<file path="config.mk">
export PLATFORM = sky130hd
export DESIGN_NAME = ram_arbiter
export DESIGN_NICKNAME = d
export VERILOG_FILES = /design/src/rtl/ram_arbiter.sv
export SDC_FILE = /design/constraint.sdc
export NUM_CORES = 1
export LEC_CHECK = 0
export BUFFER_PORTS_ARGS = -buffer_cell sky130_fd_sc_hd__buf_2
export CAP_MARGIN = 20
export CORE_MARGIN = 1.5
export CORE_UTILIZATION = 40
export CTS_BUF_LIST = sky130_fd_sc_hd__clkbuf_4
export DETAILED_ROUTE_END_ITERATION = 8
export GPL_TIMING_DRIVEN = 0
export PLACE_DENSITY = 0.81
export SETUP_SLACK_MARGIN = 0.3
export SLEW_MARGIN = 20
export SYNTH_ARGS = -nofsm -noshare
export SYNTH_HDL_FRONTEND = slang
export SYNTH_SLANG_ARGS = --single-unit
export TNS_END_PERCENT = 1
</file>
<file path="constraint.sdc">
create_clock -name clk -period 1.4 [get_ports clk]
set_input_delay 0.21 -clock clk [delete_from_list [all_inputs] [get_ports clk]]
set_output_delay 0.21 -clock clk [all_outputs]
set_load 0.03 [all_outputs]
</file>
<file path="src/rtl/ram_arbiter.sv">
// Purpose: two-requester arbiter/sequencer for the single-ported system RAM (CPU = 0, DMA = 1).
// Latency: gnt one cycle after the request is sampled; write done +1 cycle, read done +RD_LAT+1 cycles after gnt.
// Backpressure: one transaction at a time; requests are only evaluated in IDLE, otherwise they are held off.
//
// Ports:
//   clk, reset            clock and synchronous active-high reset
//   req, we               per-requester request and write qualifier (bit 0 = CPU, bit 1 = DMA)
//   addr0/1, wdata0/1     per-requester address and write data
//   gnt, done             one-hot single-cycle accept / completion pulses
//   rdata                 read data, valid in the done cycle and held until the next read completes
//   busy                  high whenever the sequencer is not idle
//   ram_en/we/addr/wdata  RAM command lines; ram_rdata returns RD_LAT cycles after ram_en
module ram_arbiter #(
    parameter int RD_LAT = 1
) (
    input  logic       clk,
    input  logic       reset,
    input  logic [1:0] req,
    input  logic [1:0] we,
    input  logic [7:0] addr0,
    input  logic [7:0] addr1,
    input  logic [7:0] wdata0,
    input  logic [7:0] wdata1,
    output logic [1:0] gnt,
    output logic [1:0] done,
    output logic [7:0] rdata,
    output logic       busy,
    output logic       ram_en,
    output logic       ram_we,
    output logic [7:0] ram_addr,
    output logic [7:0] ram_wdata,
    input  logic [7:0] ram_rdata
);

    typedef enum logic [1:0] {IDLE, ISSUE, WAIT, DONE} state_t;

    localparam logic [1:0] CNT_INIT = 2'(RD_LAT - 1);

    state_t     state;
    logic       last;    // winner of the most recent grant
    logic       sel;     // winner of the transaction in flight
    logic       txn_we;
    logic [1:0] cnt;
    logic       win;

    // Contention goes to whoever did not win last time.
    always_comb begin
        win = 1'b0;
        if (req == 2'b11)
            win = ~last;
        else
            win = req[1];
    end

    // ram_addr / ram_wdata double as the transaction address/data latches,
    // so they stay stable for the whole transaction and beyond.
    always_ff @(posedge clk) begin
        if (reset) begin
            state     <= IDLE;
            last      <= 1'b1;
            sel       <= 1'b0;
            txn_we    <= 1'b0;
            cnt       <= 2'd0;
            gnt       <= 2'b00;
            done      <= 2'b00;
            busy      <= 1'b0;
            ram_en    <= 1'b0;
            ram_we    <= 1'b0;
            ram_addr  <= 8'h00;
            ram_wdata <= 8'h00;
            rdata     <= 8'h00;
        end else begin
            gnt    <= 2'b00;
            done   <= 2'b00;
            ram_en <= 1'b0;
            ram_we <= 1'b0;
            case (state)
                IDLE: begin
                    if (|req) begin
                        sel       <= win;
                        last      <= win;
                        txn_we    <= we[win];
                        ram_addr  <= win ? addr1 : addr0;
                        ram_wdata <= win ? wdata1 : wdata0;
                        gnt       <= win ? 2'b10 : 2'b01;
                        ram_en    <= 1'b1;
                        ram_we    <= we[win];
                        busy      <= 1'b1;
                        state     <= ISSUE;
                    end
                end
                ISSUE: begin
                    if (txn_we) begin
                        done  <= sel ? 2'b10 : 2'b01;
                        state <= DONE;
                    end else begin
                        cnt   <= CNT_INIT;
                        state <= WAIT;
                    end
                end
                WAIT: begin
                    // cnt reaches zero on the cycle ram_rdata becomes valid.
                    if (cnt == 2'd0) begin
                        rdata <= ram_rdata;
                        done  <= sel ? 2'b10 : 2'b01;
                        state <= DONE;
                    end else begin
                        cnt <= cnt - 2'd1;
                    end
                end
                DONE: begin
                    busy  <= 1'b0;
                    state <= IDLE;
                end
                default: state <= IDLE;
            endcase
        end
    end

endmodule

</file>
# [Yosys cells after proc, flatten, opt, wreduce, memory -nomap -nowiden]
# Cells that the tools add are included.
# Widths: inputs -> output; s select.
[op_classes] muxes=20 order_cmp=1 bitwise_logic=3 n_reduce_logical=12 n_eq_ne=8 n_addsub=1
[ops] operator="$mux 2" count=8
[ops] operator="$mux 8" count=2
[ops] operator="$ne 2x2->1 const B" count=4
[ops] operator="$pmux 2 s2" count=2
[ops] operator="$pmux 2 s4" count=1
[ops] operator="$reduce_and 2->1" count=4
[ops] operator="$eq 2x2->1 const B" count=3
[ops] operator="$mux 1" count=6
[ops] operator="$logic_not 2->1" count=2
[ops] operator="$reduce_bool 2->1" count=2
[ops] operator="$reduce_or 2->1" count=2
[ops] operator="$not 1->1" count=3
[ops] operator="$reduce_and 3->1" count=1
[ops] operator="$reduce_or 3->1" count=1
[ops] operator="$eq 2x1->1 const B" count=1
[ops] operator="$lt 1x2->1 const B" count=1
[ops] operator="$pmux 1 s2" count=1
[ops] operator="$sub 2x1->2 const B" count=1
[word_totals] output_inout_bits=31 wordCells=58 inputBits=46 ff_bits=38

# [Depth between registers and ports, before layout]
[logic_depth] word_depth=4 depth_mapped=7

# [Least setup slack after synthesis]
# OpenSTA, ideal clock, no wires.
[synth_timing] path_kind="register to register" from="register state[0]" to="register txn_we" period_less_slack_ns=1.415 arrival_ns=1.293 setup_time_ns=0.122 path_stages_with_launch=8 path_slack_ns=-0.015 t_required_ns=1.278 cell_sequence="dfxtp_1 > inv_1 > ha_1 > o21a_1 > buf_4 > buf_4 > o21ai_0 > a31oi_1"
[synth_between] elab_chain_len=2
[synth_rtl] element="start: declaration" line_no="39" rtl="state_t state;"
[synth_rtl] element="start signal: assignment" line_no="59" rtl="state <= IDLE;"
[synth_rtl] element="start signal: assignment" line_no="89" rtl="state <= ISSUE;"
[synth_rtl] element="start signal: assignment" line_no="95" rtl="state <= DONE;"
[synth_rtl] element="$logic_not 2->1" line_no="77" rtl="case (state)"
[synth_rtl] element="$reduce_and 2->1 (no source line)"
[synth_rtl] element="end signal: assignment" line_no="82" rtl="txn_we <= we[win];"
[synth_rtl] element="end: declaration" line_no="42" rtl="logic txn_we;"
# No other way between the ends.
# A chain may end at the register's enable or synchronous reset.

# [Worst setup path after layout]
[layout_timing] from="register state[1]" to="register state[1]"
[layout_between] elab_chain_len=3 word_cells_on_any_way=8 cone_classes="5 x eq/ne; 1 x mux; 2 x reduce/logical"
[layout_rtl] element="$eq 2x2->1 or $logic_not 2->1 (tied branches)" line_no="77"
[layout_rtl] element="$ne 2x2->1 (no source line)"
[layout_rtl] element="$reduce_and 2->1 (no source line)"
# Parallel ways exist; a longest one is shown, timed or not.

==> results.md <==
* Die Area at between 0.004 and 0.005 sq mm
* Total track usage at 0.191
* CTS tree: built
* CTS sink count at 38
* Largest net degree at the start of global routing at 12
* Finished Cell Area at 0.00263 sq mm
* FMAX at 0.733 GHz
* Initial antenna violation count at 0
* GPL Wtd Cong at roughly 0.78
* Worst hold stages at 3
* Violation count after the first detailed-route iteration at 41
* Syn avg cell area at 8.49 sq um
* Minimum clock period at between 1 and 1.5 ns
* # setup viols final at 0
* R2r setup slk at 0.04 ns
* Reg2reg path depth at 5
* Max rail drop VDD at between 1.5 and 2 mV
* Setup Skew at 0.0140 ns
* Hold endpoint: ram_wdata[3]$_SDFFE_PP0P_
* Crit path kind: flop to flop
* Core Area at 0.00397 sq mm
* Clk root buf: clkbuf_4
* Detailed-route wire length at 4480 um
* # placed instances at 320
* Routed vias/inst at 4.99
* Crit path capture type: flop
* Netlist cell types at 34
* Overall Power at 5.76 mW
* H-tree Lvls at 2
* Area occupied by multi-input gates at 987 sq um
* TritonCTS buffer count at 5
* First-pass GRT wire length at 6500 um
* DP Area at 0.00217 sq mm
* Synth Register Bits at 38
* Commonest non-fill, non-tap cells in the layout: buf_2, nand2_1, a21oi_1
* Final antenna-violating net count at 0
* I/O Buffers at 76
* Reg area at about 790 sq um
* DR pass1 iterations at 4
* GR Overflow Total at 0
* Seq/Total Area, Yosys at 0.462
* Slew margin rel. at 0.603
* Crit Path Max Fanout at 6
* Mapped Cells at a little under 200
* CP Launch Type: flop
* Final core utilization at 0.662
* RSZ-0062 raised after global routing: yes
* Required @ worst endpoint at between 1.5 and 2 ns
* Post-DR wirelength/cell at 13.3 um
* Leakage at between 1 and 1.5 nW
* Status: finished, final reports clean
* Worst Tran Pin Value at roughly 0.60 ns
* Yosys warns at 0
* Final hold violation count at 0
* Skew-Pair Late Insertion Delay at 0.33 ns
* Vias at 1680
* I/O pin count at 77
* Floorplan row count at 23
* Fillers at 298
* Max Slew Vio Count at 0
* Max Buffers Root-to-Sink at 2
* HP Start: wdata0[3]
* Layout cells sized above 1 at 0.557
* Worst hold slack at 0.0903 ns
* Reg clk slew, reported paths at 0.11 ns
* Nets at 339
* DRC violations left at 0
* Chip Height at 67.2 um
* Final non-filler cell total at 337
* N_diodes at 0
* Max_cap viols at 0
* Dpl hpwl at 2890 um
* Vias in the first global route at between 1000 and 1500
* Mapped Area at 0.00165 sq mm
* Critical R2R Launch: state[1]$_SDFFE_PP0P_
* Worst Path Arrival at between 1.5 and 2 ns
* Final critical-path share of the clock period at 0.975
* Synthesis-to-finish area growth at 59.5%
* Initial core utilization at 0.415
* Synth Net Count at approximately 250
* Tightest Hold Check Type: input port to flop
* Reg2Reg Capture Point: state[1]$_SDFFE_PP0P_
* Most common cell after layout, fill and taps aside: buf_2
* Pwr dens at 2190 mW/mm^2
* Die W at 67.2 um
repair_timing:
| item | in CTS | in global routing |
|---|---|---|
| buffers inserted | 7 | 0 |
| pin swaps | 5 | 25 |
| hold buffers | 0 | 0 |
| cloned | 2 | 0 |
| resized for setup | 15 | 104 |
| hold endpoints to repair | 0 | 0 |
| setup endpoints to repair | 44 | 62 |
flip-flops by register name, indices dropped and copies added, names as in the netlist:
register,flops
busy,1
cnt,2
done,2
gnt,2
last,1
ram_addr,8
ram_en,1
ram_wdata,8
ram_we,1
rdata,8
sel,1
state,2
txn_we,1
worst max path at each step:
| stage | slack, ns | startpoint | to | cells after the start |
|---|---|---|---|---|
| after detailed placement | 0.05 | cnt[0]$_SDFFE_PP0P_ | rdata[0]$_SDFFE_PP0P_ | 6 |
| final | 0.04 | state[1]$_SDFFE_PP0P_ | state[1]$_SDFFE_PP0P_ | 5 |
| after global routing | -0.02 | state[1]$_SDFFE_PP0P_ | state[1]$_SDFFE_PP0P_ | 5 |
| after global placement | 0.08 | cnt[0]$_SDFFE_PP0P_ | rdata[2]$_SDFFE_PP0P_ | 6 |
| after CTS | 0.08 | state[1]$_SDFFE_PP0P_ | cnt[0]$_SDFFE_PP0P_ | 6 |
| after floorplan | 0.20 | state[0]$_SDFFE_PP0P_ | state[1]$_SDFFE_PP0P_ | 5 |
metrics by stage:
| step | setup TNS [ns] | setup slack, ns |
|---|---|---|
| floorplan | 0 | 0.199 |
| global placement | 0 | 0.0849 |
| detailed placement | 0 | 0.0474 |
| CTS | 0 | 0.0849 |
| global route | -0.0314 | -0.0166 |
| finish | 0 | 0.0354 |
kinds of logic (layout without fill, tap and decap cells):
family / count (synthesis) / count (layout) / share of synthesized area
compound gates: 65 / 65 / 0.258
fa+ha+maj: 7 / 7 / 0.0531
buf+inv: 18 / 111 / 0.0592
flops: 38 / 38 / 0.462
simple gates: 66 / 66 / 0.168
worst max-delay path, cell delays in order, from the launching register on:
cell and delay, ns:
dfxtp_4 0.38, buf_6 0.12, ha_4 0.16, nor2b_4 0.15, or3_1 0.38, o31ai_2 0.08
report_power, final:
group	switching (mW)	internal, mW
Clock	0.341	0.418
Sequential	0.252	1.47
Combinational	1.77	1.52
Total	2.36	3.40
routing by layer:
metal | global-route usage | vias to the layer above | wire length [um]
li1 | - | 860 | -
met4 | 0.0638 | 0 | 20
met1 | 0.233 | 774 | 1900
met2 | 0.323 | 44 | 2310
met5 | 0 | - | 0
met3 | 0.0517 | 2 | 241
synthesized netlist by cell type, drive strengths merged:
cell / count / area, sq um
a21boi: 2 / 26.3
a22oi: 1 / 7.51
a211oi: 13 / 113
inv: 7 / 26.3
dfxtp: 38 / 761
ha: 7 / 87.6
nand3: 1 / 5.00
a21oi: 31 / 163
clkbuf: 1 / 3.75
nor2: 16 / 60.1
nand4: 1 / 6.26
o311a: 1 / 10.0
nor2b: 2 / 12.5
nor3b: 1 / 7.51
a21bo: 1 / 10.0
and2: 1 / 6.26
and3: 1 / 6.26
buf: 10 / 67.6
a31oi: 1 / 6.26
o21a: 2 / 15.0
nand3b: 1 / 7.51
nand2: 38 / 143
o31ai: 4 / 30.0
or3: 1 / 6.26
o21ai: 9 / 45.0
nor3: 2 / 10.0
nand2b: 1 / 6.26
layout make-up:
type	instances	share of cell area
inverters	7	0.0129
plain buffers	11	0.0381
repair buffers	85	0.217
well taps	50	0.0238
flip-flops and latches	38	0.301
clock inverters	1	0.0114
multi-input cells	138	0.376
clock buffers	7	0.0200
No activity file was read; power rests on OpenSTA's default activity.
